**config.mk**
```make
export PLATFORM = sky130hd
export DESIGN_NAME = dmem_arbiter_flat
export DESIGN_NICKNAME = d
export VERILOG_FILES = /design/src/rtl/dmem_arbiter_if.sv /design/src/rtl/dmem_arbiter.sv /design/src/flat_wrapper.sv
export SDC_FILE = /design/constraint.sdc
export NUM_CORES = 1
export LEC_CHECK = 0
export BUFFER_PORTS_ARGS = -buffer_cell sky130_fd_sc_hd__buf_2
export CORE_MARGIN = 3
export CORE_UTILIZATION = 41
export CTS_BUF_LIST = sky130_fd_sc_hd__clkbuf_16
export CTS_CLUSTER_SIZE = 14
export DETAILED_ROUTE_END_ITERATION = 16
export GPL_TIMING_DRIVEN = 0
export PLACE_DENSITY = 0.74
export SLEW_MARGIN = 0
export SYNTH_ARGS = -nofsm -noshare
export SYNTH_HDL_FRONTEND = slang
export SYNTH_SLANG_ARGS = --single-unit
```
**constraint.sdc**
```tcl
create_clock -name clk -period 1.73 [get_ports clk]
set_input_delay 0.346 -clock clk [delete_from_list [all_inputs] [get_ports clk]]
set_output_delay 0.346 -clock clk [all_outputs]
set_load 0.01 [all_outputs]
```
**src/rtl/dmem_arbiter_if.sv**
```systemverilog
// dmem_arbiter_if: requester-side handshake and data-memory bus shared by the
// dual-requester data-memory arbiter and its environment.
interface dmem_arbiter_if #(
  parameter int ADDR_W = 7,
  parameter int DATA_W = 8
);
  logic              req0, req1, we0, we1;
  logic [ADDR_W-1:0] addr0, addr1;
  logic [DATA_W-1:0] wdata0, wdata1;
  logic              gnt0, gnt1, done0, done1;
  logic [DATA_W-1:0] rdata;
  logic [ADDR_W-1:0] mem_addr;
  logic [DATA_W-1:0] mem_din, mem_dout;
  logic              mem_rd, mem_wr;
  modport slave (
    input  req0, req1, we0, we1, addr0, addr1, wdata0, wdata1, mem_dout,
    output gnt0, gnt1, done0, done1, rdata, mem_addr, mem_din, mem_rd, mem_wr
  );
  modport master (
    output req0, req1, we0, we1, addr0, addr1, wdata0, wdata1, mem_dout,
    input  gnt0, gnt1, done0, done1, rdata, mem_addr, mem_din, mem_rd, mem_wr
  );
endinterface

```
**src/rtl/dmem_arbiter.sv**
```systemverilog
// dmem_arbiter: round-robin arbiter giving two requesters a five-state,
// fully registered access sequence to a single data memory.
module dmem_arbiter #(
  parameter int ADDR_W = 7,
  parameter int DATA_W = 8
) (
  input  logic           clk,
  input  logic           rst_n,
  dmem_arbiter_if.slave  bus
);
  typedef enum logic [2:0] {IDLE, SETUP, STROBE, CAPTURE, DONE} state_t;
  state_t            state, next;
  logic              last, own, we_q, win, go;
  logic [ADDR_W-1:0] sel_addr;
  logic [DATA_W-1:0] sel_din;
  always_ff @(posedge clk or negedge rst_n)
    if (!rst_n) state <= IDLE;
    else state <= next;
  always_comb begin
    next     = state;
    go       = 1'b0;
    win      = (bus.req0 & bus.req1) ? ~last : bus.req1;
    sel_addr = win ? bus.addr1 : bus.addr0;
    sel_din  = win ? bus.wdata1 : bus.wdata0;
    case (state)
      IDLE: begin
        go   = bus.req0 | bus.req1;
        next = go ? SETUP : IDLE;
      end
      SETUP:   next = STROBE;
      STROBE:  next = CAPTURE;
      CAPTURE: next = DONE;
      DONE:    next = IDLE;
      default: next = IDLE;
    endcase
  end
  // mem_addr/mem_din double as the transaction latches, so they hold between transactions
  always_ff @(posedge clk or negedge rst_n)
    if (!rst_n) begin
      last         <= 1'b1;
      own          <= 1'b0;
      we_q         <= 1'b0;
      bus.gnt0     <= 1'b0;
      bus.gnt1     <= 1'b0;
      bus.done0    <= 1'b0;
      bus.done1    <= 1'b0;
      bus.mem_rd   <= 1'b0;
      bus.mem_wr   <= 1'b0;
      bus.mem_addr <= '0;
      bus.mem_din  <= '0;
      bus.rdata    <= '0;
    end else begin
      bus.mem_rd <= (state == SETUP) && !we_q;
      bus.mem_wr <= (state == SETUP) && we_q;
      bus.done0  <= (state == CAPTURE) && !own;
      bus.done1  <= (state == CAPTURE) && own;
      if (go) begin
        last         <= win;
        own          <= win;
        we_q         <= win ? bus.we1 : bus.we0;
        bus.mem_addr <= sel_addr;
        bus.mem_din  <= sel_din;
        bus.gnt0     <= !win;
        bus.gnt1     <= win;
      end
      if (state == DONE) begin
        bus.gnt0 <= 1'b0;
        bus.gnt1 <= 1'b0;
      end
      if (state == CAPTURE && !we_q) bus.rdata <= bus.mem_dout;
    end
endmodule
```
**src/flat_wrapper.sv**
```systemverilog
// flat-port wrapper written by rule: the top's interface ports become plain ports
module dmem_arbiter_flat 
#(
  parameter int ADDR_W = 7,
  parameter int DATA_W = 8
)
  (clk, rst_n, bus_req0, bus_req1, bus_we0, bus_we1, bus_addr0, bus_addr1, bus_wdata0, bus_wdata1, bus_mem_dout, bus_gnt0, bus_gnt1, bus_done0, bus_done1, bus_rdata, bus_mem_addr, bus_mem_din, bus_mem_rd, bus_mem_wr);
  dmem_arbiter_if #(.ADDR_W(ADDR_W), .DATA_W(DATA_W)) bus_i ();
  input  logic clk;
  input  logic rst_n;
  input wire logic [$bits(bus_i.req0)-1:0] bus_req0;
  input wire logic [$bits(bus_i.req1)-1:0] bus_req1;
  input wire logic [$bits(bus_i.we0)-1:0] bus_we0;
  input wire logic [$bits(bus_i.we1)-1:0] bus_we1;
  input wire logic [$bits(bus_i.addr0)-1:0] bus_addr0;
  input wire logic [$bits(bus_i.addr1)-1:0] bus_addr1;
  input wire logic [$bits(bus_i.wdata0)-1:0] bus_wdata0;
  input wire logic [$bits(bus_i.wdata1)-1:0] bus_wdata1;
  input wire logic [$bits(bus_i.mem_dout)-1:0] bus_mem_dout;
  output wire logic [$bits(bus_i.gnt0)-1:0] bus_gnt0;
  output wire logic [$bits(bus_i.gnt1)-1:0] bus_gnt1;
  output wire logic [$bits(bus_i.done0)-1:0] bus_done0;
  output wire logic [$bits(bus_i.done1)-1:0] bus_done1;
  output wire logic [$bits(bus_i.rdata)-1:0] bus_rdata;
  output wire logic [$bits(bus_i.mem_addr)-1:0] bus_mem_addr;
  output wire logic [$bits(bus_i.mem_din)-1:0] bus_mem_din;
  output wire logic [$bits(bus_i.mem_rd)-1:0] bus_mem_rd;
  output wire logic [$bits(bus_i.mem_wr)-1:0] bus_mem_wr;
  assign bus_i.req0 = bus_req0;
  assign bus_i.req1 = bus_req1;
  assign bus_i.we0 = bus_we0;
  assign bus_i.we1 = bus_we1;
  assign bus_i.addr0 = bus_addr0;
  assign bus_i.addr1 = bus_addr1;
  assign bus_i.wdata0 = bus_wdata0;
  assign bus_i.wdata1 = bus_wdata1;
  assign bus_i.mem_dout = bus_mem_dout;
  assign bus_gnt0 = bus_i.gnt0;
  assign bus_gnt1 = bus_i.gnt1;
  assign bus_done0 = bus_i.done0;
  assign bus_done1 = bus_i.done1;
  assign bus_rdata = bus_i.rdata;
  assign bus_mem_addr = bus_i.mem_addr;
  assign bus_mem_din = bus_i.mem_din;
  assign bus_mem_rd = bus_i.mem_rd;
  assign bus_mem_wr = bus_i.mem_wr;
  dmem_arbiter #(.ADDR_W(ADDR_W), .DATA_W(DATA_W)) u_core (.clk(clk), .rst_n(rst_n), .bus(bus_i));
endmodule
```
### Word-level counts from Yosys, hierarchy flattened

Index checks and enable logic that the tools add are counted.

| operators by class | value |
|---|---|
| add/subtract/negate cells | 0 |
| $mul | 0 |
| divide/modulo/power cells | 0 |
| $lt $le $gt $ge | 0 |
| eq/ne operators | 4 |
| shift operators | 0 |
| mux-type cells | 11 |
| bitwise operators | 3 |
| reduce and logical (&&, ||, !) cells | 10 |

Operators by type and width:

| cell | number |
|---|---|
| 3-bit one-hot mux with 4 select lines | 1 |
| 1-bit 2-to-1 mux | 8 |
| 8-bit 2-to-1 mux | 1 |
| 7-bit 2-to-1 mux | 1 |
| 3-bit by 2-bit equality test with 1-bit output, second input constant | 2 |
| 1-bit logical AND | 5 |
| 3-bit by 1-bit equality test with 1-bit output, second input constant | 1 |
| 3-bit equality test, second input constant | 1 |
| 1-bit zero test | 3 |
| 3-bit zero test | 1 |
| 2-bit nonzero test | 1 |
| 1-bit bitwise AND | 1 |
| 1-bit NOT | 1 |
| 1-bit OR | 1 |

| word-level totals | value |
|---|---|
| register bits | 35 |
| bits in latches | 0 |
| bits in writable memories | 0 |
| memory bits (read-only) | 0 |
| input port bits | 44 |
| output and inout port bits | 29 |
| logic and storage cells | 41 |
| memories kept | 0 |

### Logic depth before layout (Yosys ltp)

Gate-level depths: netlist of the first run.

| logic depth | value |
|---|---|
| depth in word-level cells | 5 |
| gate-level depth with buffers | 5 |
| depth with buffers taken out | 3 |

### Least setup slack after synthesis of the first run

No wires, ideal clock.

| timing | value |
|---|---|
| path type | input -> register |
| start | input port bus_req1 |
| end | register u_core.bus.mem_addr[5] |
| library setup time | 125 ps |
| arrival | 1529 ps |
| data required time | 1605 ps |
| slack | 76 ps |
| stages | 4 |
| buffers on the path | 1 |
| cells stage by stage | a21boi_2 -> buf_2 -> mux2_2 -> mux2_4 |

| on the way | value |
|---|---|
| word-level cells in the longest chain between the ends | 3 |
| elaborated cells between the ends (all ways) | 5 |
| classes of those cells | mux: 3; bitwise: 2 |

RTL lines:

| element | line | source |
|---|---|---|
| start, declared | flat_wrapper.sv:12 | `input wire logic [$bits(bus_i.req1)-1:0] bus_req1;` |
| 1-bit bitwise AND | dmem_arbiter.sv:22 | `win = (bus.req0 & bus.req1) ? ~last : bus.req1;` |
| 1-bit 2-to-1 mux | dmem_arbiter.sv:22 |  |
| 7-bit 2-to-1 mux | dmem_arbiter.sv:23 | `sel_addr = win ? bus.addr1 : bus.addr0;` |
| end signal, assigned | dmem_arbiter.sv:61 | `bus.mem_addr <= sel_addr;` |
| end, declared | dmem_arbiter_if.sv:17 | `output gnt0, gnt1, done0, done1, rdata, mem_addr, mem_din, mem_rd, mem_wr` |

Parallel ways exist; a longest one is shown, timed or not.
A chain may end at the register's enable or synchronous reset.

### Final worst setup path of the first run

| timing | value |
|---|---|
| start | register u_core.state[0] |
| end | register u_core.bus.mem_addr[1] |

| on the way | value |
|---|---|
| word-level cells in the longest chain between the ends | 2 |

RTL lines:

| element | line | source |
|---|---|---|
| start, declared | dmem_arbiter.sv:12 | `state_t state, next;` |
| start signal, assigned | dmem_arbiter.sv:18 | `else state <= next;` |
| 3-bit zero test | dmem_arbiter.sv:25 | `case (state)` |
| 1-bit 2-to-1 mux | dmem_arbiter.sv:25 |  |

Every way passes these cells.

==> results.sh, run 1 <==
export IMPL_antenna_left=0
export IMPL_start_kind="flop"
export IMPL_power_density_mw_per_mm2=1840
export IMPL_async_flop_share_pct=100
export IMPL_critical_path_slowest_cell="or3_4"
export IMPL_drc=0
export IMPL_io_buffers=72
export IMPL_fill_cells=296
export IMPL_crit_chain="buf_6 -> or3_4 -> nor2_8 -> buf_4 -> mux2_2"
export IMPL_relSlewSlack_pct=50.5
export IMPL_drv_slew=0
export IMPL_die_width_um=68.2
export IMPL_seq_power_share_pct=36.4
export IMPL_max_freq_mhz=605
export IMPL_ys_flop_type="dfrtp_1"
export IMPL_drtIter0Drc=33
export IMPL_grt_antenna_before_repair=0
export IMPL_rsz0062_at_grt="no"
export IMPL_combPwrFrac_pct=43.4
export IMPL_slowest_delay_ns=0.43
export IMPL_yosysWarningCount=0
export IMPL_ioPinCount=73
export IMPL_synthesis_nets=150
export IMPL_leakage_nw=1.10
export IMPL_viasPerCell=4.79
export IMPL_cts_sinks=35
export IMPL_netlist_area_mm2=0.00159
export IMPL_end_kind="flop"
export IMPL_num_vias=1131
export IMPL_first_pass_iters=4
export IMPL_clock_skew_ns=0.00343
export IMPL_cts_made_buffers=5
export IMPL_hold_class="input pin to async pin"
export IMPL_regArea_um2=877
export IMPL_period_share_pct=95.6
export IMPL_power_total_mw=4.01
export IMPL_tns_ns=0
export IMPL_cp_arrival_ns=1.81
export IMPL_cts_buffer_depth=2
export IMPL_die_y_um=68.2
export IMPL_synth_top_area_share_pct=53.7
export IMPL_p_int_mw=2.73
export IMPL_clk_pin_slew_ns=0.05
export IMPL_path_delay_family="simple AND/OR/NAND/NOR gates"
export IMPL_max_vdd_ir_drop_mv=0.890
export IMPL_grt_overflow_total=0
export IMPL_cp_required_ns=1.89
export IMPL_grt_max_degree=36
export IMPL_mostFrequentLayoutCell="buf_2"
export IMPL_placement_rows=21
export IMPL_pwr_share_clk_pct=20.2
export IMPL_ys_seq_elements=35
export IMPL_drive_gt1_share_pct=68.9
export IMPL_synthDistinctLibCells=27
export IMPL_start_util_pct=45.0
export IMPL_power_switching_mw=1.27
export IMPL_yosysTopAreaCell="dfrtp_1"
export IMPL_clock_latency_ns=0.27
export IMPL_finalWirelength_um=3450
export IMPL_grt_pass1_vias=1255
export IMPL_switching_share_pct=31.8
export IMPL_syn_avg_cell_area_um2=15.0
export IMPL_coreArea_mm2=0.00352
export IMPL_dieArea_mm2=0.00465
export IMPL_worstMarginPinSlew_ns=0.742
export IMPL_status="completed"
export IMPL_grt_total_usage_pct=16.9
export IMPL_area_delta_synth_final_pct=37.5
export IMPL_layout_common_cells="72 x buf_2, 34 x dfrtp_1, 31 x mux2_2"
export IMPL_diodes=0
export IMPL_hpwl_um=2610
export IMPL_synth_cells=106
export IMPL_synth_edff_count=0
export IMPL_cts_tree="done"
export IMPL_finalSetupViolations=0
export IMPL_min_period_ns=1.65
export IMPL_synth_seq_area_share_pct=55.3
export IMPL_maxCapViolCount=0
export IMPL_hold_violations=0
export IMPL_synth_area_leaders="dfrtp_1 54%, mux2_2 22%, mux2_4 8.5%"
export IMPL_wire_per_inst_um=14.6
export IMPL_path_class="flop to flop"
export IMPL_crit_fanout=8
export IMPL_grt_pass1_wl_um=5790
export IMPL_final_nets=233
export IMPL_multiInputGateArea_um2=664
export IMPL_path_buf_inv=2
export IMPL_place_congestion=0.719
export IMPL_htreeDepth=2
export IMPL_clock_root_buffer="clkbuf_16"
[stage by stage]
stage               utilization (%)  hold WS [ns]  cells  worst slack (ns)  area [um2]
floorplan                         -        0.0504    106            0.0757        1590
global placement               56.9         0.432    224            -0.188        2000
detailed placement             56.9         0.451    224            -0.282        2000
CTS                            61.7         0.176    235            0.0436        2170
global route                   61.9         0.215    236            0.0104        2180
finish                         61.9         0.136    236            0.0759        2180
[cells by family (layout without fill, tap and decap cells)]
| logic type | count (synthesis) | count (layout) | synth area share (%) |
|---|---|---|---|
| AND/OR/NAND/NOR | 16 | 16 | 7.10 |
| buffers and inverters | 6 | 90 | 3.24 |
| XOR/XNOR | 1 | 1 | 0.553 |
| flip-flops | 35 | 35 | 55.3 |
| multiplexers | 40 | 40 | 30.5 |
| AO/OA/AOI/OAI | 8 | 8 | 3.24 |
[power groups by stage]
stage / clock (mW) / combinational (mW) / sequential (mW)
after floorplan: 0 / 0.981 / 1.60
after global placement: 0 / 1.64 / 1.43
after detailed placement: 0 / 1.69 / 1.46
after CTS: 0.826 / 1.78 / 1.46
after global routing: 0.862 / 1.89 / 1.52
final: 0.809 / 1.74 / 1.46
[flip-flops by register name, indices dropped and copies added (netlist names)]
signal and flops:
u_core.bus.mem_rd 1, u_core.bus.gnt0 1, u_core.we_q 1, u_core.last 1
u_core.own 1, u_core.bus.mem_din 8, u_core.bus.done0 1, u_core.bus.gnt1 1
u_core.state 3, u_core.bus.rdata 8, u_core.bus.mem_addr 7, u_core.bus.mem_wr 1
u_core.bus.done1 1
[cell usage after synthesis (2+ instances only)]
master    instances
a211oi_1          2
mux2_4            9
nor2_1            3
a21oi_1           2
dfrtp_1          34
inv_1             2
nand2_1           2
mux2_2           31
o21ai_0           3
[worst reg2reg max path, delay by kind of cell, from the launching register on]
| family | cells | cell delay [ns] |
|---|---|---|
| buffers and inverters | 2 | 0.29 |
| and+or+nand+nor | 2 | 0.56 |
| muxes | 1 | 0.32 |
| DFF | 1 | 0.37 |
[what timing repair did]
item / in CTS / in global routing
pin swaps: 1 / 2
setup endpoints to repair: 8 / 5
resized for setup: 2 / 0
buffers inserted: 3 / 1
hold buffers: 0 / 0
[metal layers]
layer / up-vias / share of wire, % / track usage [%] / wire length (um)
li1: 542 / - / - / -
met1: 537 / 36 / 19.6 / 1260
met2: 40 / 55 / 29.6 / 1890
met3: 12 / 6.5 / 4.60 / 223
met4: 0 / 2.4 / 6.45 / 82
met5: - / 0 / 0 / 0
[layout make-up]
| class | instances | area share, % |
|---|---|---|
| repair buffers | 76 | 17.9 |
| flip-flops and latches | 35 | 40.2 |
| clock buffers | 5 | 5.74 |
| multi-input cells | 65 | 30.5 |
| clock inverters | 3 | 0.517 |
| well taps | 46 | 2.64 |
| inverters | 2 | 0.344 |
| plain buffers | 4 | 2.12 |
[final timing paths]
kind | endpoint | from | cells past startpoint | slack (ns)
worst max-delay path | u_core.bus.mem_addr[1] | u_core.state[0] | 5 | 0.08
worst min-delay path | u_core.bus.mem_addr[4] | rst_n | 1 | 0.14
worst max register to register | u_core.bus.mem_addr[1] | u_core.state[0] | 5 | 0.08
worst min register to register | u_core.bus.done0 | u_core.own | 1 | 0.46
max in group asynchronous | u_core.bus.mem_addr[1] | rst_n | 1 | 1.12
min in group clk | u_core.bus.rdata[4] | bus_mem_dout[4] | 2 | 0.30
No activity file was read; power rests on OpenSTA's default activity.
==> run 2, diff against run 1 <==
--- a/config.mk
+++ b/config.mk
@@ -12,7 +12,7 @@
 export CTS_CLUSTER_SIZE = 14
 export DETAILED_ROUTE_END_ITERATION = 16
 export GPL_TIMING_DRIVEN = 0
-export PLACE_DENSITY = 0.74
+export PLACE_DENSITY_LB_ADDON = 0.08
 export SLEW_MARGIN = 0
 export SYNTH_ARGS = -nofsm -noshare
 export SYNTH_HDL_FRONTEND = slang
==> run 2 against run 1 <==
Clock skew fell by 0.0020 ns. First-iteration DRC count rose by 6.1%. Via count did not move. Non-clock buffer count fell by 2. Global-route usage fell by 1.5 points. Maximum frequency fell by 1.2%. Register-to-register slack got worse by 0.02 ns. Critical path depth did not move. Clock-buffer cell count did not move. Sequential power barely moved. Power rose by 0.48%. Critical endpoint is now u_core.bus.mem_din[1]. Largest cell class unchanged.
==> results.sh, run 2 (same netlist as run 1, synthesis figures left out) <==
export IMPL_status="completed"
export IMPL_path_class="flop to flop"
export IMPL_start_kind="flop"
export IMPL_worstMarginPinSlew_ns=0.749
export IMPL_finalSetupViolations=0
export IMPL_path_delay_family="simple AND/OR/NAND/NOR gates"
export IMPL_cts_made_buffers=5
export IMPL_first_pass_iters=4
export IMPL_finalWirelength_um=3200
export IMPL_area_delta_synth_final_pct=38.0
export IMPL_htreeDepth=2
export IMPL_drc=0
export IMPL_ioPinCount=73
export IMPL_cp_required_ns=1.89
export IMPL_clock_latency_ns=0.27
export IMPL_placement_rows=21
export IMPL_start_util_pct=45.0
export IMPL_dieArea_mm2=0.00465
export IMPL_critical_path_slowest_cell="or3_4"
export IMPL_min_period_ns=1.67
export IMPL_leakage_nw=1.09
export IMPL_mostFrequentLayoutCell="buf_2"
export IMPL_relSlewSlack_pct=50.0
export IMPL_clk_pin_slew_ns=0.05
export IMPL_maxCapViolCount=0
export IMPL_grt_overflow_total=0
export IMPL_grt_total_usage_pct=15.4
export IMPL_biggestRegsByFlops="u_core.bus.mem_din x8, u_core.bus.rdata x8, u_core.bus.mem_addr x7"
export IMPL_clock_skew_ns=0.00142
export IMPL_cts_buffer_depth=2
export IMPL_io_buffers=72
export IMPL_period_share_pct=96.8
export IMPL_cts_tree="done"
export IMPL_viasPerCell=4.85
export IMPL_crit_fanout=10
export IMPL_place_congestion=0.647
export IMPL_drv_slew=0
export IMPL_drtIter0Drc=35
export IMPL_die_y_um=68.2
export IMPL_antenna_left=0
export IMPL_end_kind="flop"
export IMPL_ctsHoldBuffers=0
export IMPL_cts_sinks=35
export IMPL_crit_chain="buf_4 -> or3_4 -> nor2_8 -> buf_12 -> mux2_4"
export IMPL_wire_per_inst_um=13.7
export IMPL_rsz0062_at_grt="no"
export IMPL_grt_pass1_wl_um=5100
export IMPL_cp_arrival_ns=1.83
export IMPL_coreArea_mm2=0.00352
export IMPL_max_freq_mhz=597
export IMPL_grt_max_degree=36
export IMPL_die_width_um=68.2
export IMPL_slowest_delay_ns=0.41
export IMPL_hold_ws_ns=0.138
export IMPL_num_vias=1131
export IMPL_power_total_mw=4.02
export IMPL_hpwl_um=2410
export IMPL_final_nets=231
export IMPL_hold_class="input pin to async pin"
export IMPL_layout_common_cells="72 x buf_2, 34 x dfrtp_1, 31 x mux2_2"
export IMPL_max_vdd_ir_drop_mv=1.11
export IMPL_clock_root_buffer="clkbuf_16"
export IMPL_path_buf_inv=2
export IMPL_hold_violations=0
export IMPL_diodes=0
export IMPL_grt_antenna_before_repair=0
export IMPL_grt_pass1_vias=1184
export IMPL_utilization_pct=62.1
export IMPL_power_density_mw_per_mm2=1840
export IMPL_drive_gt1_share_pct=69.5
run 2: cell types whose count changed in the layout (fill, tap and decap cells not counted), sizes merged:
cell | previous run | this run
clkinv | 0 | 2
inv | 5 | 2
buf | 80 | 78
run 2: power breakdown:
part	total, mW	internal [mW]	switching [mW]
clock	0.818	0.516	0.302
combinational	1.76	1.02	0.741
sequential	1.45	1.23	0.212
total	4.02	2.77	1.26
run 2: worst paths after layout:
path	from	endpoint	slack [ns]	cells past startpoint
max	u_core.state[1]	u_core.bus.mem_din[1]	0.06	5
min reg2reg	u_core.own	u_core.bus.done0	0.45	1
min	rst_n	u_core.bus.mem_din[7]	0.14	1
min in group clk	bus_mem_dout[3]	u_core.bus.rdata[3]	0.30	2
max in group asynchronous	rst_n	u_core.bus.done1	1.11	1
max reg2reg	u_core.state[1]	u_core.bus.mem_din[1]	0.06	5
run 2: repair_timing:
item                                    in CTS  in global routing
endpoints found under the setup margin       9                  8
gates resized for setup                      2                  0
pin swaps                                    1                  1
setup buffers                                2                  0
run 2: area by class of cell:
type / instances / area, um2
fill: 288 / 1330
sequential: 35 / 877
multi-input combinational: 65 / 664
timing repair buffer: 74 / 400
clock buffer: 5 / 125
tap: 46 / 57.6
buffer: 4 / 46.3
clock inverter: 2 / 8.76
inverter: 2 / 7.51
run 2: routing by layer:
metal | routed length [um] | global-route usage [%] | part of all wire (%) | vias to the layer above
met2 | 1630 | 26.5 | 51 | 48
met4 | 53 | 9.68 | 1.7 | 0
li1 | - | - | - | 537
met1 | 1250 | 16.6 | 39 | 541
met3 | 270 | 4.43 | 8.4 | 5
met5 | 0 | 0 | 0 | -
run 2: per-stage QoR:
stage	cells	setup TNS (ns)	area, um2	setup slack [ns]
2_1_floorplan	106	0	1590	0.0757
3_3_place_gp	224	-1.79	2000	-0.226
3_5_place_dp	224	-2.01	2000	-0.267
4_1_cts	233	0	2190	0.0147
5_1_grt	233	0	2190	0.00971
6_report	233	0	2190	0.0562
==> run 3, diff against run 2 <==
--- a/config.mk
+++ b/config.mk
@@ -7,12 +7,13 @@
 export LEC_CHECK = 0
 export BUFFER_PORTS_ARGS = -buffer_cell sky130_fd_sc_hd__buf_2
 export CORE_MARGIN = 3
-export CORE_UTILIZATION = 41
+export CORE_UTILIZATION = 35
 export CTS_BUF_LIST = sky130_fd_sc_hd__clkbuf_16
 export CTS_CLUSTER_SIZE = 14
 export DETAILED_ROUTE_END_ITERATION = 16
 export GPL_TIMING_DRIVEN = 0
 export PLACE_DENSITY_LB_ADDON = 0.08
+export RECOVER_POWER = 100
 export SLEW_MARGIN = 0
 export SYNTH_ARGS = -nofsm -noshare
 export SYNTH_HDL_FRONTEND = slang
==> run 3 against run 2 <==
Via count fell by 1.7%. Critical path depth unchanged. Die area up 16%. Non-clock buffer count rose by 2. Critical path type unchanged. Critical endpoint is now u_core.bus.mem_din[6]. Largest power group unchanged.
==> results.sh, run 3 (same netlist as run 1, synthesis figures left out) <==
export IMPL_grt_pass1_wl_um=5460
export IMPL_grt_max_degree=36
export IMPL_diodes=0
export IMPL_final_nets=233
export IMPL_placed_area_mm2=0.00201
export IMPL_end_kind="flop"
export IMPL_clock_skew_ns=0.00292
export IMPL_leakage_nw=1.00
export IMPL_start_util_pct=38.0
export IMPL_worstMarginPinSlew_ns=0.850
export IMPL_final_cell_area_mm2=0.00217
export IMPL_drc=0
export IMPL_cp_arrival_ns=1.82
export IMPL_ioPinCount=73
export IMPL_relSlewSlack_pct=43.3
export IMPL_grt_pass1_vias=1145
export IMPL_drv_slew=0
export IMPL_fill_cells=383
export IMPL_mostFrequentLayoutCell="buf_2"
export IMPL_rsz0062_at_grt="no"
export IMPL_max_freq_mhz=603
export IMPL_die_y_um=73.3
export IMPL_tns_ns=0
export IMPL_clk_pin_slew_ns=0.05
export IMPL_power_density_mw_per_mm2=1830
export IMPL_wire_per_inst_um=13.7
export IMPL_path_class="flop to flop"
export IMPL_cts_sinks=35
export IMPL_finalWirelength_um=3280
export IMPL_drtIter0Drc=29
export IMPL_place_worst_setup_slack_ns=-0.280
export IMPL_clock_root_buffer="clkbuf_16"
export IMPL_drive_gt1_share_pct=54.7
export IMPL_dieArea_mm2=0.00537
export IMPL_biggestRegsByFlops="u_core.bus.mem_din x8, u_core.bus.rdata x8, u_core.bus.mem_addr x7"
export IMPL_cts_made_buffers=5
export IMPL_start_kind="flop"
export IMPL_period_share_pct=95.8
export IMPL_grt_overflow_total=0
export IMPL_placed_cells=228
export IMPL_coreArea_mm2=0.00417
export IMPL_power_total_mw=3.96
export IMPL_num_vias=1112
export IMPL_area_delta_synth_final_pct=36.8
export IMPL_fin_ws_ns=0.0721
export IMPL_cts_buffer_depth=2
export IMPL_antenna_left=0
export IMPL_first_pass_iters=2
export IMPL_hpwl_um=2430
export IMPL_hold_violations=0
export IMPL_placement_rows=23
export IMPL_die_width_um=73.3
export IMPL_cp_required_ns=1.89
export IMPL_clock_latency_ns=0.27
export IMPL_place_congestion=0.680
export IMPL_fin_cells=240
export IMPL_crit_fanout=10
export IMPL_io_buffers=72
export IMPL_min_period_ns=1.66
export IMPL_grt_total_usage_pct=13.3
export IMPL_cts_tree="done"
export IMPL_maxCapViolCount=0
export IMPL_layout_common_cells="41 x buf_2, 34 x dfrtp_1, 31 x mux2_2"
export IMPL_finalSetupViolations=0
export IMPL_hold_class="input pin to async pin"
export IMPL_max_vdd_ir_drop_mv=0.780
export IMPL_viasPerCell=4.63
export IMPL_status="completed"
export IMPL_grt_antenna_before_repair=0
export IMPL_htreeDepth=2
-- run 3: changes by cell type in the layout (fill, tap and decap cells not counted), sizes merged --
cell and delta:
clkinv -1, buf -29, clkinvlp +2, clkbuf +31
-- run 3: repair_timing --
action,CTS,global route
resized for setup,2,0
hold buffers,0,0
buffers inserted,2,2
setup endpoints to repair,9,8
pin swaps,1,2
-- run 3: worst max-delay path, cell delays in order (launching register included) --
cell and delay (ns):
dfrtp_1 0.36, buf_4 0.16, or3_4 0.41, nor2_8 0.15, buf_12 0.16, mux2_4 0.30
-- run 3: where the power goes --
| group | switching [mW] | internal (mW) |
|---|---|---|
| Sequential | 0.214 | 1.23 |
| Combinational | 0.747 | 0.912 |
| Clock | 0.324 | 0.529 |
| Total | 1.29 | 2.67 |
-- run 3: path summary, 6_finish.rpt --
check,slack (ns),to,startpoint,cells after the start
max,0.07,u_core.bus.mem_din[6],u_core.state[1],5
max reg2reg,0.07,u_core.bus.mem_din[6],u_core.state[1],5
min reg2reg,0.44,u_core.bus.done0,u_core.own,1
min,0.17,u_core.bus.mem_rd,rst_n,1
max in group asynchronous,1.02,u_core.bus.mem_din[7],rst_n,1
min in group clk,0.30,u_core.bus.rdata[0],bus_mem_dout[0],2
-- run 3: layer usage --
metal  vias to the layer above  global-route usage (%)  wire length, um
met1                       526                    16.9             1420
met4                         0                    6.04               38
met2                        38                    20.9             1590
li1                        544                       -                -
met5                         -                       0                0
met3                         4                    4.24              239
-- run 3: stage by stage --
stage               hold slack [ns]  util (%)
finish                        0.172      52.0
floorplan                    0.0504         -
CTS                           0.180      52.5
global placement              0.439      48.1
global route                  0.251      52.0
detailed placement            0.443      48.1
-- run 3: layout make-up --
type	count	area (um2)	share of cell area [%]
tap	50	62.6	2.89
timing repair buffer	76	365	16.8
multi-input combinational	65	664	30.6
inverter	2	7.51	0.346
sequential	35	877	40.5
clock inverter	3	20.0	0.923
buffer	4	46.3	2.14
clock buffer	5	125	5.77
